$ cat src/rtl/sram_bridge_2x1_arbiter.sv
// Merges the inst/data cache SRAM-like ports onto one master port with a single outstanding transaction.
// Issue is zero-latency from IDLE, and the grant holds until m_addr_ok; there is one bubble cycle after data_ok.
module sram_bridge_2x1_arbiter #(
  parameter int RR_MODE = 0
) (
  input  logic        clk,
  input  logic        rst,
  input  logic        inst_req,
  input  logic        inst_wr,
  input  logic [1:0]  inst_size,
  input  logic [31:0] inst_addr,
  input  logic [31:0] inst_wdata,
  output logic [31:0] inst_rdata,
  output logic        inst_addr_ok,
  output logic        inst_data_ok,
  input  logic        data_req,
  input  logic        data_wr,
  input  logic [1:0]  data_size,
  input  logic [31:0] data_addr,
  input  logic [31:0] data_wdata,
  output logic [31:0] data_rdata,
  output logic        data_addr_ok,
  output logic        data_data_ok,
  output logic        m_req,
  output logic        m_wr,
  output logic [1:0]  m_size,
  output logic [31:0] m_addr,
  output logic [31:0] m_wdata,
  input  logic [31:0] m_rdata,
  input  logic        m_addr_ok,
  input  logic        m_data_ok
);

  typedef enum logic [1:0] {
    S_IDLE = 2'd0,
    S_LOCK = 2'd1,
    S_WAIT = 2'd2
  } state_t;

  state_t r_state;
  state_t w_state_nxt;
  logic   r_owner;
  logic   w_owner_nxt;
  logic   r_last;
  logic   w_last_nxt;
  logic   w_win;
  logic   w_sel;
  logic   w_own_req;

  // Owner/winner encoding: 0 = inst, 1 = data.
  always_comb begin
    if (inst_req && data_req) begin
      w_win = (RR_MODE != 0) ? ~r_last : 1'b1;
    end else begin
      w_win = data_req;
    end
  end

  assign w_own_req = r_owner ? data_req : inst_req;

  always_comb begin
    w_state_nxt  = r_state;
    w_owner_nxt  = r_owner;
    w_last_nxt   = r_last;
    w_sel        = r_owner;
    m_req        = 1'b0;
    inst_addr_ok = 1'b0;
    inst_data_ok = 1'b0;
    data_addr_ok = 1'b0;
    data_data_ok = 1'b0;
    case (r_state)
      S_IDLE: begin
        if (inst_req || data_req) begin
          w_sel       = w_win;
          m_req       = 1'b1;
          w_owner_nxt = w_win;
          w_last_nxt  = w_win;
          if (m_addr_ok) begin
            inst_addr_ok = ~w_win;
            data_addr_ok = w_win;
            w_state_nxt  = S_WAIT;
          end else begin
            w_state_nxt  = S_LOCK;
          end
        end
      end
      S_LOCK: begin
        m_req = w_own_req;
        if (!w_own_req) begin
          w_state_nxt = S_IDLE;
        end else if (m_addr_ok) begin
          inst_addr_ok = ~r_owner;
          data_addr_ok = r_owner;
          w_state_nxt  = S_WAIT;
        end
      end
      S_WAIT: begin
        if (m_data_ok) begin
          inst_data_ok = ~r_owner;
          data_data_ok = r_owner;
          w_state_nxt  = S_IDLE;
        end
      end
      default: begin
        w_state_nxt = S_IDLE;
      end
    endcase
    // Handshakes are suppressed while reset is held so nothing leaks from a stale state.
    if (!rst) begin
      m_req        = 1'b0;
      inst_addr_ok = 1'b0;
      inst_data_ok = 1'b0;
      data_addr_ok = 1'b0;
      data_data_ok = 1'b0;
    end
  end

  assign m_wr       = w_sel ? data_wr    : inst_wr;
  assign m_size     = w_sel ? data_size  : inst_size;
  assign m_addr     = w_sel ? data_addr  : inst_addr;
  assign m_wdata    = w_sel ? data_wdata : inst_wdata;
  assign inst_rdata = m_rdata;
  assign data_rdata = m_rdata;

  always_ff @(posedge clk) begin
    if (!rst) begin
      r_state <= S_IDLE;
      r_owner <= 1'b0;
      r_last  <= 1'b0;
    end else begin
      r_state <= w_state_nxt;
      r_owner <= w_owner_nxt;
      r_last  <= (RR_MODE != 0) ? w_last_nxt : 1'b0;
    end
  end

endmodule

$ cat config.mk
export PLATFORM = sky130hd
export DESIGN_NAME = sram_bridge_2x1_arbiter
export DESIGN_NICKNAME = d
export VERILOG_FILES = /design/src/rtl/sram_bridge_2x1_arbiter.sv
export SDC_FILE = /design/constraint.sdc
export NUM_CORES = 1
export LEC_CHECK = 0
export BUFFER_PORTS_ARGS = -buffer_cell sky130_fd_sc_hd__buf_2
export CORE_AREA = 5 5 117 119
export DETAILED_ROUTE_END_ITERATION = 8
export DIE_AREA = 0 0 122 124
export GPL_ROUTABILITY_DRIVEN = 1
export GPL_TIMING_DRIVEN = 0
export PLACE_DENSITY = 0.44
export SYNTH_ARGS = -nofsm -noshare
export SYNTH_HDL_FRONTEND = slang
export SYNTH_SLANG_ARGS = --single-unit
$ cat constraint.sdc
create_clock -name clk -period 2.1 [get_ports clk]
set_input_delay 0.21 -clock clk [delete_from_list [all_inputs] [get_ports clk]]
set_output_delay 0.21 -clock clk [all_outputs]
set_load 0.03 [all_outputs]
==> reports/metrics.csv <==
stage,metric,value,unit
clock_tree,clk_latency,0.22,ns
drt,drtPass1Iterations,3,
power,p_sw,0.8546,mW
setup_path,cp_top_family,buffers and inverters,
drt,met2_length,4779,um
power,p_sw_share,42.42,%
power,power_density,506.7,nW/um^2
setup_path,worst-path-max-fanout,10,
finish,final_cell_mix,"buf_2, buf_6, buf_4",
finish,final_cell_area,3976,um^2
worst_hold_path,hold_depth,2,
drt,viasPerCell,3.601,
synthesis,ys_seq_elements,3,
sta,tightest_slew,0.2641,ns
clock_tree,h-tree-depth,1,
setup_path,crit_type,reg -> out,
finish,diodes,0,
synthesis,syn-cell-area,1510,um^2
finish,drive_gt1_share,94.67,%
power,power_leakage,2.309,nW
place,gp_congestion,0.7574,
sta,fin_worst_skew,0.0009660,ns
power,p_int,1.160,mW
sta,max-slew-margin-rel,82.37,%
drt,drt_iter0_markers,16,
grt,grt_pass1_vias,2396,
setup_path,cp.arrival,1.94,ns
place,hpwl,7285,um
sta,period_needed,2.155,ns
floorplanning,ioPinCount,308,
power,share_comb_of_total_power,81.8,%
clock_tree,numCtsBuffers,3,
floorplanning,core,12470,um^2
setup_path,r2r_cells,6,
floorplanning,start_util,12.11,%
outcome,violations,setup timing,
clock_tree,cts_tree,built,
sta,rsz0062_at_grt,true,
grt,grt_antenna_before_repair,0,
setup_path,path_common_cell,buf_12,
clock_tree,clock-root-buffer,clkbuf_16,
setup_path,slowest_delay,0.39,ns
synthesis,syn_inst,164,
sta,drv_slew,0,
finish,fillCellCount,1304,
drt,via_count,2240,
drt,wl_met3,1135,um
sta,whs,0.1622,ns
finish,final_common_cell,buf_2,
grt,grt_overflow_total,0,
drt,ant_nets,0,
drt,top_layer,met4,
clock_tree,cts_buffer_depth,2,
setup_path,cp.required,1.89,ns
place,placed_cell_area,3102,um^2
sta,setup_viol,49,
grt,grt_max_degree,11,
power,vdd_ir_drop_max,0.0002210,V
clock_tree,clkTransAtPathRegs,0.03,ns
floorplanning,die_h,124,um
setup_path,cp-start-kind,flip-flop,
drt,m1WireLength,2731,um
sta,max_freq,0.4641,GHz
power,pwr-share-seq,3.4,%
outcome,status,"finished, violations left",
setup_path,end_kind,primary output,
setup_path,critPathBufInv,3,
synthesis,syn_area_per_cell,9.209,um^2
finish,nNetsFinal,623,
floorplanning,die_w,122,um
sta,hold_violations,0,
sta,setup_ws,-0.05468,ns
synthesis,ys_seq_area_share,3.977,%
synthesis,ys_warn_count,0,
setup_path,worstSetupPathDepth,6,
sta,fin_crit_sh,102.6,%
synthesis,synthDistinctLibCells,21,
floorplanning,placementRows,41,
finish,area_growth,163.3,%
floorplanning,dieArea,15130,um^2
drt,drc,0,
synthesis,syn_nets,336,
grt,gr-usage-all-layers,9.529,%
job,cap_violations,0,
worst_hold_path,hold_class,in -> reg,
power,power,2.015,mW
drt,wl_per_cell,13.93,um
place,port_buffers,275,
drt,drt-total-wl,8665,um
setup_path,cp_slowest_cell,or3b_4,
setup_path,cp_cell_sequence,or3b_4 -> a22oi_4 -> buf_12 -> buf_12 -> mux2_2 -> buf_6,
power,clock_power_share,14.9,%
clock_tree,clock_sinks,3,
grt,grt_pass1_wl,11620,um
==> cell usage after synthesis <==
| master | number | area [um^2] |
|---|---|---|
| or3b_4 | 1 | 11.26 |
| buf_4 | 68 | 510.5 |
| a21oi_1 | 1 | 5.000 |
| dfxtp_1 | 3 | 60.06 |
| inv_1 | 2 | 7.510 |
| and3b_1 | 1 | 8.760 |
| nand2b_1 | 2 | 12.51 |
| o21ai_0 | 1 | 5.000 |
| buf_6 | 3 | 33.78 |
| nor3_1 | 1 | 5.000 |
| and2_1 | 1 | 6.260 |
| a22o_1 | 1 | 8.760 |
| mux2i_1 | 1 | 10.01 |
| nor2_1 | 4 | 15.01 |
| mux2_2 | 66 | 743.2 |
| nand2_1 | 1 | 3.750 |
| a22oi_4 | 1 | 21.27 |
| nor4_1 | 1 | 6.260 |
| and3_1 | 3 | 18.77 |
| nor2b_1 | 1 | 6.260 |
| mux2_1 | 1 | 11.26 |
==> metal layers <==
metal,vias up,global-route usage [%]
li1,1075,-
met3,2,3.224
met1,983,9.019
met5,-,0
met4,0,1.050
met2,180,20.10
==> layout make-up <==
cell class	instances	area (um^2)	area share (%)
clock buffer	4	78.83	1.982
sequential	3	63.81	1.605
inverter	2	7.507	0.1888
tap	172	215.2	5.412
buffer	71	606.8	15.26
multi-input combinational	88	1105	27.78
timing repair buffer	282	1899	47.77
==> power by group through the flow <==
| stage | Sequential (mW) | Clock [mW] | Combinational [mW] |
|---|---|---|---|
| 4_1_cts | 0.0674 | 0.304 | 1.59 |
| 6_report | 0.0676 | 0.299 | 1.65 |
| 3_3_place_gp | 0.0697 | 0 | 1.23 |
| 3_5_place_dp | 0.0698 | 0 | 1.23 |
| 2_1_floorplan | 0.0678 | 0 | 0.866 |
| 5_1_grt | 0.0686 | 0.308 | 1.73 |
==> worst reg2reg max path, stage by stage (launching register included) <==
cell	delay [ns]
dfxtp_4	0.33
or3b_4	0.39
a22oi_4	0.19
buf_6	0.18
buf_12	0.15
buf_4	0.11
nor2b_1	0.03
==> path summary, 6_finish.rpt <==
path                            slack [ns]    endpoint        from
worst min register to register        0.64  r_state[0]  r_state[1]
worst max register to register        0.61     r_owner  r_state[0]
worst max-delay path                 -0.05  m_addr[20]  r_state[0]
worst min-delay path                  0.16  r_state[0]   m_addr_ok
==> cells by family after synthesis <==
group                  count (synthesis)  synth area share [%]
DFF                                    3                 3.977
buffers and inverters                 73                 36.54
AOI/OAI and AO/OA                      4                 2.651
and+or+nand+nor                       16                 6.214
muxes                                 68                 50.62
==> registers in the layout (all words and copies together), names as in the netlist <==
| register | flops |
|---|---|
| r_owner | 1 |
| r_state | 2 |
==> through the flow <==
stage	utilization, %	TNS, ns	worst slack [ns]	instances
after floorplan	-	0	0.2320	164
after global placement	24.88	-1.569	-0.09103	611
after detailed placement	24.88	-1.583	-0.09494	611
after CTS	30.85	-5.366	-0.1146	622
after global routing	31.90	-4.127	-0.1041	622
final	31.90	-1.168	-0.05468	622
==> what timing repair did <==
action	in CTS	in global routing
hold buffers	0	0
buffers inserted	6	0
endpoints found under the setup margin	67	67
pin swaps	1	1
resized for setup	179	33
cloned	1	0
Power figures use the tool's default switching activity.
